==> config.mk <==
export PLATFORM = sky130hd
export DESIGN_NAME = multicycle_control
export DESIGN_NICKNAME = d
export VERILOG_FILES = /design/src/rtl/multicycle_control.sv
export SDC_FILE = /design/constraint.sdc
export NUM_CORES = 1
export LEC_CHECK = 0
export CAP_MARGIN = 0
export CORE_UTILIZATION = 44
export DETAILED_ROUTE_END_ITERATION = 12
export PLACE_DENSITY = 0.85
export SYNTH_ARGS = -nofsm -noshare
export SYNTH_HDL_FRONTEND = slang
export SYNTH_SLANG_ARGS = --single-unit
==> constraint.sdc <==
create_clock -name CLK -period 2.4 [get_ports CLK]
set_input_delay 0.24 -clock CLK [delete_from_list [all_inputs] [get_ports CLK]]
set_output_delay 0.24 -clock CLK [all_outputs]
set_load 0.01 [all_outputs]
==> src/rtl/multicycle_control.sv <==
// Multicycle LEGv8-style control unit: FETCH/DECODE/EXEC/MEM/WB sequencing with
// datapath controls decoded from the current state and the instruction class latched in DECODE.
module multicycle_control (
  input  logic       CLK,
  input  logic       reset,
  input  logic [10:0] opcode,
  input  logic       zero,
  input  logic       mem_ready,
  output logic       memread,
  output logic       memwrite,
  output logic       iord,
  output logic       irwrite,
  output logic       pcwrite,
  output logic       regwrite,
  output logic       reg2loc,
  output logic       mem2reg,
  output logic       alusrca,
  output logic [1:0] alusrcb,
  output logic       pcsrc,
  output logic [3:0] aluop,
  output logic [2:0] signop,
  output logic [2:0] state,
  output logic       illegal
);

  localparam int unsigned STATE_W  = 3;
  localparam int unsigned CLASS_W  = 4;
  localparam int unsigned ALUOP_W  = 4;
  localparam int unsigned SIGNOP_W = 3;
  localparam int unsigned SRCB_W   = 2;

  localparam logic [ALUOP_W-1:0] ALU_AND   = ALUOP_W'(4'b0000);
  localparam logic [ALUOP_W-1:0] ALU_ORR   = ALUOP_W'(4'b0001);
  localparam logic [ALUOP_W-1:0] ALU_ADD   = ALUOP_W'(4'b0010);
  localparam logic [ALUOP_W-1:0] ALU_SUB   = ALUOP_W'(4'b0110);
  localparam logic [ALUOP_W-1:0] ALU_PASSB = ALUOP_W'(4'b0111);

  localparam logic [SIGNOP_W-1:0] EXT_D    = SIGNOP_W'(3'b000);
  localparam logic [SIGNOP_W-1:0] EXT_B    = SIGNOP_W'(3'b010);
  localparam logic [SIGNOP_W-1:0] EXT_CBZ  = SIGNOP_W'(3'b011);
  localparam logic [SIGNOP_W-1:0] EXT_MOVZ = SIGNOP_W'(3'b100);

  localparam logic [SRCB_W-1:0] SRCB_REG  = SRCB_W'(2'b00);
  localparam logic [SRCB_W-1:0] SRCB_FOUR = SRCB_W'(2'b01);
  localparam logic [SRCB_W-1:0] SRCB_IMM  = SRCB_W'(2'b10);

  typedef enum logic [STATE_W-1:0] {
    S_FETCH  = 3'd0,
    S_DECODE = 3'd1,
    S_EXEC   = 3'd2,
    S_MEM    = 3'd3,
    S_WB     = 3'd4
  } state_t;

  typedef enum logic [CLASS_W-1:0] {
    C_NONE = 4'd0,
    C_ADD  = 4'd1,
    C_SUB  = 4'd2,
    C_AND  = 4'd3,
    C_ORR  = 4'd4,
    C_LDUR = 4'd5,
    C_STUR = 4'd6,
    C_CBZ  = 4'd7,
    C_B    = 4'd8,
    C_MOVZ = 4'd9
  } class_t;

  state_t r_state;
  state_t w_next;
  class_t r_class;
  class_t w_dec_class;

  // Instruction class of the opcode currently presented by the instruction register
  always_comb begin
    w_dec_class = C_NONE;
    casez (opcode)
      11'b10001011000: w_dec_class = C_ADD;
      11'b11001011000: w_dec_class = C_SUB;
      11'b10001010000: w_dec_class = C_AND;
      11'b10101010000: w_dec_class = C_ORR;
      11'b11111000010: w_dec_class = C_LDUR;
      11'b11111000000: w_dec_class = C_STUR;
      11'b10110100???: w_dec_class = C_CBZ;
      11'b000101?????: w_dec_class = C_B;
      11'b110100101??: w_dec_class = C_MOVZ;
      default:         w_dec_class = C_NONE;
    endcase
  end

  // Class is captured only on the DECODE edge so later opcode changes are ignored
  always_ff @(posedge CLK) begin
    if (reset) begin
      r_state <= S_FETCH;
      r_class <= C_NONE;
    end else begin
      r_state <= w_next;
      if (r_state == S_DECODE) begin
        r_class <= w_dec_class;
      end
    end
  end

  always_comb begin
    w_next   = r_state;
    memread  = 1'b0;
    memwrite = 1'b0;
    iord     = 1'b0;
    irwrite  = 1'b0;
    pcwrite  = 1'b0;
    regwrite = 1'b0;
    reg2loc  = 1'b0;
    mem2reg  = 1'b0;
    alusrca  = 1'b0;
    alusrcb  = SRCB_REG;
    pcsrc    = 1'b0;
    aluop    = ALU_AND;
    signop   = EXT_D;
    illegal  = 1'b0;

    case (r_state)
      S_FETCH: begin
        memread = 1'b1;
        alusrcb = SRCB_FOUR;
        aluop   = ALU_ADD;
        // A mem_ready seen while reset is held must not load IR or PC
        if (mem_ready && !reset) begin
          irwrite = 1'b1;
          pcwrite = 1'b1;
          w_next  = S_DECODE;
        end
      end

      S_DECODE: begin
        reg2loc = (w_dec_class == C_STUR) || (w_dec_class == C_CBZ);
        if (w_dec_class == C_NONE) begin
          illegal = !reset;
          w_next  = S_FETCH;
        end else begin
          w_next  = S_EXEC;
        end
      end

      S_EXEC: begin
        w_next = S_FETCH;
        case (r_class)
          C_ADD, C_SUB, C_AND, C_ORR: begin
            alusrca = 1'b1;
            alusrcb = SRCB_REG;
            case (r_class)
              C_SUB:   aluop = ALU_SUB;
              C_AND:   aluop = ALU_AND;
              C_ORR:   aluop = ALU_ORR;
              default: aluop = ALU_ADD;
            endcase
            w_next = S_WB;
          end
          C_LDUR, C_STUR: begin
            alusrca = 1'b1;
            alusrcb = SRCB_IMM;
            signop  = EXT_D;
            aluop   = ALU_ADD;
            w_next  = S_MEM;
          end
          C_MOVZ: begin
            alusrcb = SRCB_IMM;
            signop  = EXT_MOVZ;
            aluop   = ALU_PASSB;
            w_next  = S_WB;
          end
          C_CBZ: begin
            alusrcb = SRCB_REG;
            aluop   = ALU_PASSB;
            signop  = EXT_CBZ;
            pcwrite = zero;
            pcsrc   = 1'b1;
          end
          C_B: begin
            signop  = EXT_B;
            pcwrite = 1'b1;
            pcsrc   = 1'b1;
          end
          default: w_next = S_FETCH;
        endcase
      end

      S_MEM: begin
        w_next = S_FETCH;
        if (r_class == C_LDUR) begin
          memread = 1'b1;
          iord    = 1'b1;
          w_next  = mem_ready ? S_WB : S_MEM;
        end else if (r_class == C_STUR) begin
          memwrite = 1'b1;
          iord     = 1'b1;
          w_next   = mem_ready ? S_FETCH : S_MEM;
        end
      end

      S_WB: begin
        regwrite = 1'b1;
        mem2reg  = (r_class == C_LDUR);
        w_next   = S_FETCH;
      end

      default: w_next = S_FETCH;
    endcase
  end

  assign state = r_state;

endmodule
## After elaboration in Yosys (flattened, before gate mapping)

Cells that the tools add are included.

| storage, ports and cells | value |
|---|---|
| register bits | 7 |
| input port bits | 15 |
| logic and storage cells | 75 |
| output and inout port bits | 23 |

| operators by class | value |
|---|---|
| reduce and logical (&&, ||, !) cells | 12 |
| muxes and demuxes | 36 |
| equality and inequality tests | 25 |

Operators with widths:

| cell | count |
|---|---|
| $eq 11x11->1 const B | 6 |
| $pmux 4 s9 | 1 |
| $pmux 3 s3 | 3 |
| $eq 4x3->1 const B | 6 |
| $mux 1 | 17 |
| $mux 3 | 4 |
| $pmux 3 s2 | 2 |
| $pmux 3 s4 | 1 |
| $eq 9x9->1 const B | 1 |
| $eq 4x2->1 const B | 2 |
| $eq 4x4->1 const B | 2 |
| $eq 8x8->1 const B | 1 |
| $mux 2 | 4 |
| $eq 3x2->1 const B | 2 |
| $eq 6x3->1 const B | 1 |
| $pmux 1 s2 | 3 |
| $reduce_or 2->1 | 3 |
| $reduce_or 6->1 | 1 |
| $reduce_or 5->1 | 1 |
| $eq 4x1->1 const B | 1 |
| $logic_not 4->1 | 1 |
| $pmux 2 s2 | 1 |
| $reduce_or 4->1 | 1 |
| $eq 3x1->1 const B | 1 |
| other kinds (7) | 7 |

## Longest topological paths before layout

Gate-level depths: netlist of the first run.

| logic depth | value |
|---|---|
| depth after elaboration | 5 |
| mapped depth | 7 |
| mapped depth without buffers | 5 |

## Worst setup path after synthesis of the first run

Ideal clock, no wire load.

| timing | value |
|---|---|
| path kind | reg-to-output |
| from | reg r_state[1] (netlist: state[1]) |
| to | out signop[1] |
| required time | 2160 ps |
| data arrival time | 1551 ps |
| slack | 609 ps |
| cell stages (with the launch flop) | 8 |
| path buffers | 2 |
| cells stage by stage | dfxtp_1 and2b_2 nand2b_1 buf_2 nor3_1 inv_1 nand2_1 buf_4 |

| between the ends | value |
|---|---|
| cells in the longest elaborated chain, start to end | 2 |

RTL lines:

| item | line | text |
|---|---|---|
| from (decl) | 68 | `state_t r_state;` |
| from (signal assigned) | 96 | `r_state <= w_next;` |
| $eq 3x2->1 | 120 | `case (r_state)` |
| $mux 3 | 120 |  |
| to (decl) | 21 | `output logic [2:0] signop,` |

No other way between the ends.

## Worst setup path after layout of the first run

| timing | value |
|---|---|
| from | in opcode[9] |
| to | out illegal |

| between the ends | value |
|---|---|
| cells in the longest elaborated chain, start to end | 5 |
| elaborated cells on any way between the ends | 13 |
| those cells by class | eq/ne: 9; mux: 3; reduce/logical: 1 |

RTL lines:

| item | line | text |
|---|---|---|
| from (decl) | 6 | `input logic [10:0] opcode,` |
| $eq 11x11->1, or another cell as far along | 76 | `casez (opcode)` |
| $pmux 4 s9 (*) | 76 |  |
| $logic_not 4->1 (*) | 135 | `if (w_dec_class == C_NONE) begin` |
| $mux 1 (*) | 135 |  |
| $mux 1 (*) | 120 |  |
| to (decl) | 23 | `output logic illegal` |

Every way passes the cells marked *; elsewhere a longest branch is shown, timed or not.

==> results of run 1 <==
cell usage in the layout (no fill, tap or decap), types with 2 or more instances in the layout:
master,synthesis,final
a21oi_1,10,10
and3_1,2,2
buf_4,2,12
clkbuf_4,0,3
clkdlybuf4s50_1,0,33
dfxtp_1,7,7
dlymetal6s2s_1,0,2
inv_1,3,3
nand2_1,14,14
nand2b_1,10,10
nand3_1,5,5
nand3b_1,3,3
nand4b_1,3,3
nor2_1,15,15
nor2b_1,3,3
nor3_1,3,3
nor4b_2,1,2
o21ai_0,3,3
or2_2,2,2
xnor2_1,2,2
synthesized netlist by cell type (2+ instances only):
| master | count |
|---|---|
| a21oi_1 | 10 |
| nor3_1 | 3 |
| nand3_1 | 5 |
| dfxtp_1 | 7 |
| or2_2 | 2 |
| nand2b_1 | 10 |
| buf_2 | 3 |
| nor2b_1 | 3 |
| nand3b_1 | 3 |
| clkbuf_1 | 2 |
| xnor2_1 | 2 |
| and3_1 | 2 |
| inv_1 | 3 |
| nand4b_1 | 3 |
| buf_4 | 2 |
| nand2_1 | 14 |
| o21ai_0 | 3 |
| nor2_1 | 15 |
layout make-up:
cell class	count	area, sq um	share of cell area (%)
Multi-Input combinational cell	99	632	48.8
Timing Repair Buffer	48	454	35.1
Sequential cell	7	140	10.8
Tap cell	25	31.3	2.42
Clock buffer	4	26.3	2.03
Inverter	3	11.3	0.870
through the flow:
stage / hold WS, ns / instances / area [sq um]
floorplan: 0.309 / 116 / 815
global placement: 0.535 / 182 / 1260
detailed placement: 0.573 / 182 / 1260
CTS: 0.582 / 186 / 1280
global route: 0.613 / 186 / 1290
finish: 0.590 / 186 / 1290
worst reg2reg max path: stages (launching register included):
cell and delay [ns]:
dfxtp_1 0.62, xnor2_1 0.19, nand2b_1 0.22, a21oi_1 0.22, a22oi_1 0.13, a221oi_2 0.28
state kept, by name (all words and copies together) (netlist names):
name and cells:
r_class 4, state 3
layer usage:
layer  routed length [um]  vias up  part of all wire [%]  track usage, %
met4                   22        0                  0.93            10.9
met1                  941      450                    40            28.2
met2                 1300       39                    55            47.2
met3                   94        4                   4.0            1.20
li1                     -      504                     -               -
met5                    0        -                     0               0
where the power goes:
group          switching, W  total, W  internal, W
sequential       0.00000881  0.000128     0.000120
clock             0.0000437  0.000107    0.0000635
combinational     0.0000457  0.000107    0.0000609
total             0.0000982  0.000342     0.000244
final timing paths:
| check | to | slack, ns | cells after the start | start |
|---|---|---|---|---|
| worst max-delay path | illegal | 0.10 | 8 | opcode[9] |
| worst min-delay path | state[1] | 0.59 | 2 | state[1] |
| worst max register to register | state[1] | 0.66 | 5 | r_class[0] |
| worst min register to register | state[1] | 0.59 | 2 | state[1] |
cells by family (layout without fill, tap and decap cells):
group / after synthesis / in the layout
and+or+nand+nor: 71 / 71
AOI/OAI and AO/OA: 24 / 24
buffers and inverters: 10 / 55
DFF: 7 / 7
xor gates and xnor gates: 2 / 2
other: 1 / 1
muxes: 1 / 1
repair_timing:
| action | in CTS | in global routing |
|---|---|---|
| endpoints found under the setup margin | 1 | 2 |
| gates resized for setup | 1 | 3 |
| pin swaps | 0 | 1 |
| endpoints found under the hold margin | 0 | 0 |
| cloned | 0 | 0 |
==> flow_summary_export.csv, run 1 <==
group,metric,value,unit
logic_synthesis,synth_mux_area_share,1.23,%
final_layout,antennaDiodeCount,0,
global_routing,grt_pass1_wl,3.75,mm
logic_synthesis,synth_xor_area_share,2.15,%
global_routing,grt_use_total,24.9,%
power,ir_worst_vdd,190,uV
logic_synthesis,synth_edf_count,0,
drt,drc,0,
clock_tree,cts_hold_buf,0,
drt,drt_first_iter_violations,22,
logic_synthesis,syn-mean-instance-area,7.02,sq um
drt,routed_wirelength,2.36,mm
global_routing,globalRouteOverflowTotal,0,
worst_hold_path,hold_path.class,"reg -> reg",
timing,fin_tns_setup,0,ns
clock_tree,clk_pin_slew,0.05,ns
logic_synthesis,ys_seq_area_share,17.2,%
timing,finalCriticalPeriod,2.30,ns
logic_synthesis,synth-compound-area-share,20.4,%
logic_synthesis,synth_simple_gate_area_share,52.5,%
global_routing,grt_max_degree,16,
timing,rsz0062_at_grt,"false",
setup_path,start_kind,"primary input",
drt,vias,997,
clock_tree,clock_path_buffers,2,
clock_tree,cts_tree,"done",
run,max-cap-violations,0,
logic_synthesis,netlist.area_leader.share,17.2,%
logic_synthesis,synth_top_area_cell,"dfxtp_1",
timing,clock-skew-final,0.00151,ns
final_layout,finish.utilization,75.0,%
logic_synthesis,synth_cells,116,
final_layout,final_nets,177,
clock_tree,insertion_delay,0.25,ns
setup_path,path_class,"in -> out",
final_layout,areaGrowthSynthToFinish,59.0,%
floorplan,core_area,1730,sq um
floorplan,start_util,47.2,%
floorplan,fp.dieH,45.0,um
clock_tree,clock_sinks,7,
logic_synthesis,synth_fp_nets,131,
floorplan,fp.dieW,45.0,um
global_routing,grt_pass1_vias,911,
timing,finalHoldViolations,0,
setup_path,path_max_fanout,6,
logic_synthesis,ys.flop_type,"dfxtp_1",
timing,slew_violations,0,
setup_path,cp_data_arrival_time,2.06,ns
clock_tree,cts_root_buffer,"clkbuf_4",
logic_synthesis,netlist_area,815,sq um
placed_design,dp_hpwl,1.87,mm
setup_path,cp-end-kind,"output port",
placed_design,io_buffers,36,
placed_design,preCtsSetupSlack,-0.105,ns
floorplan,ioPinCount,38,
drt,drt_first_pass_iters,4,
clock_tree,cts_max_level,1,
logic_synthesis,ys_async_sr_fraction,0,%
global_routing,grt_antenna_before_repair,0,
logic_synthesis,ys_types,42,
power,finalPower,0.000342,W
clock_tree,cts_setup_buffers,0,
logic_synthesis,synth_top_family_by_area,"simple AND/OR/NAND/NOR gates",
drt,antenna_left,0,
setup_path,slowest_delay,0.52,ns
logic_synthesis,synth_adder_area_share,0,%
setup_path,crit_chain,"clkdlybuf4s50_1 -> nor4bb_4 -> buf_4 -> nand2b_1 -> a21oi_1 -> nor2_1 -> nor4b_2 -> dlygate4sd2_1",
placed_design,place_congestion,0.864,
power,leakagePower,0.482,nW
timing,fin_crit_sh,95.8,%
setup_path,crit_family,"buffers and inverters",
timing,clock.fmax,0.435,GHz
floorplan,fp-row-count,15,
setup_path,cp_num_buf_inv,3,
timing,fin_ws,0.101,ns
setup_path,worst_path_max_delay_cell,"clkdlybuf4s50_1",
final_layout,fillers,158,
drt,detail_route.vias_per_cell,5.36,
run_status,status,"finished clean",
final_layout,drive_gt1_share,14.9,%
clock_tree,numCtsBuffers,3,
setup_path,required,2.16,ns
logic_synthesis,synth.area.top_cells,"dfxtp_1, nand2b_1, nor2_1",
power,power_density,264,nW/um^2
logic_synthesis,yosysWarnings,0,
timing,setup_violations,0,
floorplan,dieArea,2030,sq um
drt,wl_per_cell,12.7,um
logic_synthesis,synth-seq-cells,7,
Note: power is estimated with default switching activity, not from simulation.
==> inputs of run 2 (changes only) <==
--- a/config.mk
+++ b/config.mk
@@ -5,8 +5,9 @@
 export SDC_FILE = /design/constraint.sdc
 export NUM_CORES = 1
 export LEC_CHECK = 0
+export ABC_AREA = 1
 export CAP_MARGIN = 0
-export CORE_UTILIZATION = 44
+export CORE_UTILIZATION = 45
 export DETAILED_ROUTE_END_ITERATION = 12
 export PLACE_DENSITY = 0.85
 export SYNTH_ARGS = -nofsm -noshare
==> run 2 against run 1 <==
Against the previous run: via count up 11%; hold slack worse by 0.091 ns; clock power about the same; highest routed layer unchanged; largest power group unchanged; clock-buffer cell count unchanged; largest cell class unchanged.
==> flow_summary_export.csv, run 2 <==
group,metric,value,unit
logic_synthesis,ys_seq_area_share,16.3,%
clock_tree,cts_root_buffer,"clkbuf_4",
setup_path,crit_path_frequent_cell,"nand2_1",
setup_path,cp_data_arrival_time,2.16,ns
setup_path,path_class,"in -> out",
clock_tree,clock_path_buffers,2,
logic_synthesis,netlist_area,861,sq um
clock_tree,clk_pin_slew,0.06,ns
placed_design,place_congestion,0.910,
setup_path,reg2reg_from,"state[0]",
setup_path,critPathLaunch,"opcode[7]",
timing,clock-skew-final,0.00967,ns
drt,detail_route.vias_per_cell,5.13,
clock_tree,insertion_delay,0.26,ns
setup_path,crit_chain,"clkdlybuf4s50_1 -> nand2_1 -> nor2_1 -> and2_1 -> nand2_1 -> nand4_1 -> nand2_1 -> nor2_1 -> clkdlybuf4s50_1",
global_routing,grt_pass1_wl,3.84,mm
final_layout,final_cell_mix,"clkdlybuf4s50_1, nand2_1, nor2_1, inv_1, nand3_1",
final_layout,final_common_cell,"clkdlybuf4s50_1",
power,p_sw,0.000115,W
power,ir_worst_vdd,233,uV
clock_tree,cts_hold_buf,0,
placed_design,io_buffers,36,
run,max-cap-violations,0,
setup_path,worst_path_max_delay_cell,"clkdlybuf4s50_1",
logic_synthesis,yosysWarnings,0,
drt,drt_first_iter_violations,39,
worst_hold_path,hold_path.class,"reg -> reg",
timing,finalHoldViolations,0,
logic_synthesis,synth-seq-cells,7,
timing,fin_tns_setup,0,ns
global_routing,grt_antenna_before_repair,0,
logic_synthesis,ys_types,27,
floorplan,dieArea,2090,sq um
timing,setup_violations,0,
logic_synthesis,ys_async_sr_fraction,0,%
power,power_frac_seq,36.7,%
drt,routed_wirelength,2.37,mm
worst_hold_path,hold_start,"r_class[2]",
logic_synthesis,syn-mean-instance-area,5.66,sq um
clock_tree,numCtsBuffers,3,
logic_synthesis,synth_top_area_cell,"dfxtp_1",
power,combPwrFrac,32.8,%
logic_synthesis,synth.area.top_cells,"dfxtp_1, nand2_1, nor2_1",
floorplan,fp-row-count,15,
drt,antenna_left,0,
setup_path,cp_num_buf_inv,2,
timing,finalCriticalPeriod,2.40,ns
logic_synthesis,ys.flop_type,"dfxtp_1",
floorplan,fp.dieW,45.7,um
timing,slew_violations,0,
setup_path,cp-end-kind,"output port",
logic_synthesis,netlist.area_leader.share,16.3,%
final_layout,final_nets,207,
final_layout,drive_gt1_share,15.2,%
run_status,status,"finished clean",
power,switching_share,32.4,%
power,internal_power,0.000240,W
setup_path,crit_family,"buffers and inverters",
final_layout,antennaDiodeCount,0,
clock_tree,cts_max_level,1,
logic_synthesis,synth_cells,152,
timing,clock.fmax,0.417,GHz
global_routing,grt_pass1_vias,957,
final_layout,largest_reg_flops,4,
global_routing,globalRouteOverflowTotal,0,
setup_path,required,2.16,ns
final_layout,areaGrowthSynthToFinish,49.3,%
floorplan,fp.dieH,45.7,um
drt,vias,1109,
setup_path,start_kind,"primary input",
floorplan,start_util,48.8,%
timing,fin_crit_sh,100,%
floorplan,ioPinCount,38,
clock_tree,cts_tree,"done",
clock_tree,clock_sinks,7,
drt,wl_per_cell,11.0,um
final_layout,top_register,"r_class",
setup_path,path_max_fanout,4,
logic_synthesis,netlist_top_cells_count,"nand2_1, nor2_1, inv_1, nand3_1",
logic_synthesis,synth_fp_nets,167,
placed_design,dp_hpwl,1.95,mm
final_layout,fillers,169,
power,clockPowerShare,30.6,%
setup_path,slowest_delay,0.54,ns
drt,drt_first_pass_iters,4,
power,power_density,276,nW/um^2
timing,whs,0.499,ns
drt,drc,0,
power,leakagePower,0.585,nW
global_routing,grt_use_total,24.9,%
global_routing,grt_max_degree,9,
logic_synthesis,synth.most_common_cell,"nand2_1",
logic_synthesis,synth_edf_count,0,
floorplan,core_area,1760,sq um
-- run 2: cell count changes in the layout (fill, tap and decap cells not counted), moves of 3 or more --
cell / previous run / this run
a21oi_1: 10 / 5
buf_4: 12 / 2
inv_1: 3 / 21
inv_2: 0 / 5
nand2_1: 14 / 33
nand2_2: 0 / 3
nand2b_1: 10 / 0
nand3_1: 5 / 12
nand4_1: 0 / 6
nand4b_1: 3 / 0
nor2_1: 15 / 22
nor2_2: 0 / 6
nor2b_1: 3 / 0
o21ai_0: 3 / 6
-- run 2: final cells by class --
class	count	area [sq um]	area share, %
Clock buffer	4	26.3	2.04
Inverter	26	97.6	7.59
Multi-Input combinational cell	116	609	47.4
Sequential cell	7	140	10.9
Tap cell	25	31.3	2.43
Timing Repair Buffer	38	380	29.6
-- run 2: worst paths after layout --
| kind | to | slack (ns) | cells after the start |
|---|---|---|---|
| hold / removal | r_class[2] | 0.50 | 2 |
| hold reg to reg | r_class[2] | 0.50 | 2 |
| setup / recovery | reg2loc | 0.0004 | 9 |
| setup reg to reg | r_class[0] | 1.07 | 5 |
-- run 2: metal layers --
| metal | global-route usage, % | vias up | share of wire, % |
|---|---|---|---|
| met5 | 0 | - | 0 |
| met4 | 5.29 | 0 | 0.76 |
| met3 | 4.76 | 4 | 5.6 |
| met2 | 42.6 | 51 | 50 |
| met1 | 32.2 | 483 | 44 |
| li1 | - | 571 | - |
-- run 2: worst min-delay path, delay by kind of cell (launching register included) --
| kind | cells | cell delay (ns) |
|---|---|---|
| flops | 1 | 0.32 |
| simple gates | 1 | 0.07 |
| compound gates | 1 | 0.06 |
-- run 2: logic make-up after synthesis --
group                  Yosys count  share of synthesized area, %
buffers and inverters           29                          13.5
and+or+nand+nor                 95                          54.4
other                            1                         0.436
AOI/OAI and AO/OA               20                          15.4
DFF                              7                          16.3
-- run 2: power groups by stage --
stage	combinational, W	sequential, W	clock, W
detailed placement	0.000115	0.000132	0
finish	0.000116	0.000130	0.000108
global placement	0.000111	0.000132	0
floorplan	0.0000592	0.000131	0
global route	0.000130	0.000130	0.000118
CTS	0.000115	0.000130	0.000110
-- run 2: what timing repair did --
| action | CTS | global route |
|---|---|---|
| gates resized for setup | 0 | 4 |
| setup endpoints to repair | 0 | 3 |
| buffers inserted | 0 | 1 |
-- run 2: stage by stage --
| stage | cell area (sq um) | worst slack (ns) | std cells | total power [W] | utilization [%] |
|---|---|---|---|---|---|
| 2_1_floorplan | 861 | 0.728 | 152 | 0.000191 | - |
| 3_3_place_gp | 1240 | 0.0997 | 211 | 0.000243 | 70.4 |
| 3_5_place_dp | 1240 | 0.0622 | 211 | 0.000247 | 70.4 |
| 4_1_cts | 1270 | 0.0577 | 215 | 0.000355 | 71.8 |
| 5_1_grt | 1280 | -0.160 | 216 | 0.000378 | 72.8 |
| 6_report | 1280 | 0.000442 | 216 | 0.000354 | 72.8 |
==> inputs of run 3 (changes only) <==
--- a/config.mk
+++ b/config.mk
@@ -10,6 +10,7 @@
 export CORE_UTILIZATION = 45
 export DETAILED_ROUTE_END_ITERATION = 12
 export PLACE_DENSITY = 0.85
+export SKIP_LAST_GASP = 1
 export SYNTH_ARGS = -nofsm -noshare
 export SYNTH_HDL_FRONTEND = slang
 export SYNTH_SLANG_ARGS = --single-unit
==> results of run 3 <==
Same layout as run 2: the final DEF is identical, and so are final timing and power.
